## config.mk

```make
export PLATFORM = sky130hd
export DESIGN_NAME = buff_uart_tx
export DESIGN_NICKNAME = d
export VERILOG_FILES = /design/src/rtl/buff_uart_tx.sv
export SDC_FILE = /design/constraint.sdc
export NUM_CORES = 1
export LEC_CHECK = 0
export ABC_AREA = 0
export BUFFER_PORTS_ARGS = -buffer_cell sky130_fd_sc_hd__buf_2
export CAP_MARGIN = 0
export CORE_MARGIN = 5
export CORE_UTILIZATION = 45
export CTS_BUF_LIST = sky130_fd_sc_hd__clkbuf_8
export CTS_CLUSTER_SIZE = 24
export DETAILED_ROUTE_END_ITERATION = 10
export HOLD_SLACK_MARGIN = 0.12
export PLACE_DENSITY = 0.73
export SYNTH_ARGS = -nofsm -noshare
export SYNTH_HDL_FRONTEND = slang
export SYNTH_SLANG_ARGS = --single-unit
```

## constraint.sdc

```tcl
create_clock -name clk -period 2.6 [get_ports clk]
set_input_delay 0.13 -clock clk [delete_from_list [all_inputs] [get_ports clk]]
set_output_delay 0.13 -clock clk [all_outputs]
set_load 0.03 [all_outputs]
```

## src/rtl/buff_uart_tx.sv

```systemverilog
// rtl/buff_uart_tx.sv - buffered UART transmitter: byte FIFO feeding an 8N1/8E1 serializer
//
// Queues bytes written with wr_en into a DEPTH-entry FIFO and sends each one
// as a UART frame on tx_serial, LSB first, line idling high. Frames stream
// back to back while the FIFO has data.
//
// Optional feature macro: UART_TX_PARITY_EN
//   defined   -> even parity bit after the data bits (8E1, 11 bit times)
//   undefined -> no parity bit (8N1, 10 bit times)
//
// Parameters:
//   CLKS_PER_BIT  clk cycles per serial bit
//   DEPTH         FIFO entries (power of 2, >= 2)
//
// Ports:
//   clk        in   rising-edge clock
//   rst        in   synchronous reset, active-high
//   tx_data    in   [7:0] byte to queue
//   wr_en      in   push tx_data this cycle
//   tx_serial  out  registered serial line, idle high
//   full       out  FIFO holds DEPTH entries
//   empty      out  FIFO holds no entries
//   busy       out  serializer not idle
//   tx_done    out  one-cycle pulse on the last cycle of each stop bit
//   err_LED    out  sticky: a push was attempted while full

module buff_uart_tx #(
   parameter int CLKS_PER_BIT = 1250,
   parameter int DEPTH        = 4
) (
   input  logic       clk,
   input  logic       rst,
   input  logic [7:0] tx_data,
   input  logic       wr_en,
   output logic       tx_serial,
   output logic       full,
   output logic       empty,
   output logic       busy,
   output logic       tx_done,
   output logic       err_LED
);

   localparam int BAUD_W = (CLKS_PER_BIT > 1) ? $clog2(CLKS_PER_BIT) : 1;
   localparam int PTR_W  = $clog2(DEPTH);
   localparam int CNT_W  = $clog2(DEPTH + 1);

   typedef enum logic [2:0] {
      IDLE,
      START,
      DATA,
`ifdef UART_TX_PARITY_EN
      PARITY,
`endif
      STOP
   } state_t;

   state_t state, state_nxt;

   logic [7:0]        mem [DEPTH];
   logic [PTR_W-1:0]  wr_ptr, rd_ptr;
   logic [CNT_W-1:0]  count;
   logic [7:0]        shift_reg;
   logic [BAUD_W-1:0] baud, baud_nxt;
   logic [2:0]        bit_idx, bit_nxt;
   logic              baud_last;
   logic              push, pop;
   logic              line_nxt, done_nxt;

   assign full      = (count == CNT_W'(DEPTH));
   assign empty     = (count == '0);
   assign busy      = (state != IDLE);
   // A push while full is dropped even if the FSM pops in the same cycle.
   assign push      = wr_en && !full;
   assign baud_last = (baud == BAUD_W'(CLKS_PER_BIT - 1));

   always_comb begin
      state_nxt = state;
      baud_nxt  = baud + BAUD_W'(1);
      bit_nxt   = bit_idx;
      pop       = 1'b0;
      line_nxt  = 1'b1;
      done_nxt  = 1'b0;
      case (state)
         IDLE: begin
            baud_nxt = '0;
            if (!empty) begin
               pop       = 1'b1;
               state_nxt = START;
            end
         end
         START: begin
            line_nxt = 1'b0;
            if (baud_last) begin
               baud_nxt  = '0;
               bit_nxt   = 3'd0;
               state_nxt = DATA;
            end
         end
         DATA: begin
            line_nxt = shift_reg[bit_idx];
            if (baud_last) begin
               baud_nxt = '0;
               if (bit_idx == 3'd7) begin
`ifdef UART_TX_PARITY_EN
                  state_nxt = PARITY;
`else
                  state_nxt = STOP;
`endif
               end else begin
                  bit_nxt = bit_idx + 3'd1;
               end
            end
         end
`ifdef UART_TX_PARITY_EN
         PARITY: begin
            line_nxt = ^shift_reg;
            if (baud_last) begin
               baud_nxt  = '0;
               state_nxt = STOP;
            end
         end
`endif
         STOP: begin
            line_nxt = 1'b1;
            if (baud_last) begin
               baud_nxt = '0;
               done_nxt = 1'b1;
               // Chain straight into the next frame when data is waiting.
               if (!empty) begin
                  pop       = 1'b1;
                  state_nxt = START;
               end else begin
                  state_nxt = IDLE;
               end
            end
         end
         default: begin
            baud_nxt  = '0;
            state_nxt = IDLE;
         end
      endcase
   end

   // The line and tx_done are registered from the current state, so the
   // line lags the state by one cycle: pop at N+1, falling edge at N+2.
   always_ff @(posedge clk) begin
      if (rst) begin
         state     <= IDLE;
         baud      <= '0;
         bit_idx   <= '0;
         tx_serial <= 1'b1;
         tx_done   <= 1'b0;
         shift_reg <= '0;
         wr_ptr    <= '0;
         rd_ptr    <= '0;
         count     <= '0;
         err_LED   <= 1'b0;
      end else begin
         state     <= state_nxt;
         baud      <= baud_nxt;
         bit_idx   <= bit_nxt;
         tx_serial <= line_nxt;
         tx_done   <= done_nxt;
         if (pop) begin
            shift_reg <= mem[rd_ptr];
            rd_ptr    <= rd_ptr + PTR_W'(1);
         end
         if (push) begin
            wr_ptr <= wr_ptr + PTR_W'(1);
         end
         case ({push, pop})
            2'b10:   count <= count + CNT_W'(1);
            2'b01:   count <= count - CNT_W'(1);
            default: count <= count;
         endcase
         if (wr_en && full) begin
            err_LED <= 1'b1;
         end
      end
   end

   // Storage needs no reset; occupancy is tracked by count.
   always_ff @(posedge clk) begin
      if (push) begin
         mem[wr_ptr] <= tx_data;
      end
   end

endmodule

```

==> summary.md <==
| Metric | Value |
|---|---|
| Worst reg-to-reg setup slack | 130 ps |
| Routed WL | roughly 5000 µm |
| CTS tree | built |
| Postcts setup bufs | 0 |
| CTS H-tree lvls | 3 |
| Max-slew violations | 0 |
| Crit path max fanout | 4 |
| Hold crit path type | input port to flip-flop |
| IO Count | 17 |
| Post-synth cell types | 45 |
| Cell occurring most often along the worst timing path | inv_1 |
| Fmax | 405 MHz |
| Final instance area | between 3000 and 4000 µm² |
| Period utilization | 95.0% |
| Critical-path cell list | inv_1, ha_4, or2_2, nor2_1, ha_2, inv_1, fa_1, xor2_1, or3_1, a21oi_1 |
| Initial core utilization | 45.9% |
| Synth Cell Area | 2880 µm² |
| Sink Count | 66 |
| HP Start | rst |
| Root Buffer | clkbuf_8 |
| Average instance area after synthesis | 12.4 µm² |
| Worst r2r path cells | 10 |
| Largest register FFs | 32 |
| Clock Tree Buf Depth | 2 |
| Most frequent cells in the layout | edfxtp_1 (32), dfxtp_1 (31), nor2_1 (21) |
| Setup TNS | 0 ps |
| Worst IR drop on VDD | 0.725 mV |
| Clk_skew | a little over 9 ps |
| Share of layout cells above drive strength 1 | between 10% and 20% |
| First-pass GRT wire length | 8910 µm |
| Leakage power | 1.18 nW |
| Status | complete, no violations |
| Post-route DRC | 0 |
| Ys flop type | dfxtp_1 |
| Crit path buf inv count | 2 |
| Initial DRC Count | 90 |
| Number of global-route vias before repair | 1840 |
| Drt via density | 5.25 |
| Max-slew headroom | 58.9% |
| Reg2reg start | state[0] |
| GRT Residual Overflow | 0 |
| Worst r2r dst | count[2] |
| Via count | 1800 |
| Area occupied by multi-input gates | 1180 µm² |
| Sequential area share after synthesis | between 50% and 60% |
| Slew at the pin closest to its max-slew limit | just over 600 ps |
| Critical-path top delay cell | fa_1 |
| CP Class | flip-flop to flip-flop |
| PortBufs | 16 |
| Area grow syn2layout | 15.7% |
| Min Clock Period, post-route | 2470 ps |
| Clock Latency Late Sink | 340 ps |
| Ys Warns | 0 |
| Asr flop ratio synth | 0% |
| WP data required | 2870 ps |
| Crit-path max cell delay | between 300 and 400 ps |
| Arr. time, crit path | 2740 ps |
| Placed Instance Area | 3040 µm² |
| Die Height | ~90 µm |
| Largest net degree at the start of global routing | 26 |
| Post-DP HPWL | ~3400 µm |
| Die Span X | 90.0 µm |
| Commonest non-fill, non-tap cell in the layout | edfxtp_1 |
| RSZ-0062 raised after global routing | false |
| Die ar. | 8110 µm² |
| RePlAce Congestion | roughly 0.82 |
| Hold Vio Cnt, Final | 0 |
| Post-synth EDFFs | 32 |
| P per Cell Area | roughly 1000 nW/µm² |
| Layout Nets | 287 |
| Synth Register Bits | 66 |
| FF+latch area | 1650 µm² |
| Post-synthesis net count | roughly 260 |
| CTS clk-pin slew, worst paths | 70 ps |
| CTS buffer count | 9 |
| # Max-Cap Violations | 0 |
| Worst Setup SP | state[0] |
| Core area | approximately 6300 µm² |
| Hold Crit Depth | 2 |
| Min-Delay Endpoint | tx_done |
| Num rows | 29 |
| Ant. Diodes | 0 |
| Routed WL per cell | 14.7 µm |
| Initial antenna violation count | 0 |
| Syn Inst Count | 232 |
| GRT Overall Usage | 13.6% |
| Fill cells | about 530 |
| Cell family with most CP delay | adder cells |
| Crit. End Element | flip-flop |
| Antenna-violating nets left | 0 |
| Crit path launch type | flip-flop |
| DRT Pass-1 Iters | 4 |
| Final setup fails | 0 |
[per-layer routing]
layer  track usage (%)  wire (µm)
met5                 0          0
met4              4.47         78
met3              5.43        236
met2              21.5       2410
met1              17.1       2320
[final cells by class]
type,instances,share of cell area [%]
Clock inverter,7,1.88
Sequential cell,66,49.3
Inverter,11,1.24
Tap cell,77,2.89
Clock buffer,9,3.71
Timing Repair Buffer,27,5.55
Multi-Input combinational cell,146,35.4
[where the power goes]
group          leakage [nW]  internal [mW]  switching, mW
registers             0.571           1.29          0.119
logic                 0.512          0.466          0.657
clock network        0.0992          0.432          0.375
[how the worst max path moves through the flow]
| stage | end | slack [ps] | cells past startpoint |
|---|---|---|---|
| after floorplan | count[2] | 40 | 11 |
| after detailed placement | count[2] | 80 | 10 |
| after CTS | count[2] | 60 | 10 |
| after global placement | count[2] | 180 | 10 |
| final | count[2] | 130 | 10 |
| after global routing | count[2] | 10 | 9 |
[cell usage after synthesis (2+ instances only)]
cell,number,area [µm²]
o21ai_1,9,45.0
clkbuf_1,4,15.0
inv_1,11,41.3
xnor2_1,5,43.8
a21oi_1,16,80.1
dfxtp_1,34,681
nor3_1,3,15.0
or3_1,2,12.5
nor2b_1,4,25.0
mux2i_1,3,30.0
edfxtp_1,32,961
and2_1,5,31.3
nand2_1,7,26.3
ha_1,14,175
o2111ai_1,3,26.3
nand3_1,11,55.1
mux4_2,10,225
nand2b_1,2,12.5
nor2_1,21,78.8
buf_2,3,15.0
nand4_1,3,18.8
xor2_1,7,61.3
[metrics by stage]
| step | setup WS, ps | cells | hold WS, ps | util, % | total power, mW |
|---|---|---|---|---|---|
| floorplan | 35.5 | 232 | 203 | - | 2.23 |
| global placement | 182 | 318 | 344 | 48.4 | 2.48 |
| detailed placement | 75.5 | 318 | 351 | 48.4 | 2.51 |
| CTS | 55.2 | 343 | 207 | 52.8 | 3.33 |
| global route | 10.5 | 343 | 243 | 53.1 | 3.57 |
| finish | 131 | 343 | 225 | 53.1 | 3.34 |
[cells by family (layout without fill, tap and decap cells)]
logic type               count (synthesis)  in the layout  synth area share (%)
flip-flops                              66             66                  56.9
buffers and inverters                   20             54                  2.78
AND/OR/NAND/NOR                         70             70                  13.6
adder cells (fa/ha/maj)                 15             15                  6.77
multiplexers                            13             13                  8.85
XOR/XNOR                                12             12                  3.65
AO/OA/AOI/OAI                           36             36                  7.42
[repair_timing]
item                                    CTS  global route
gates resized for setup                   0             5
endpoints found under the hold margin    33             0
endpoints found under the setup margin    0             1
hold buffers                              9             0
Power figures use the tool's default switching activity.
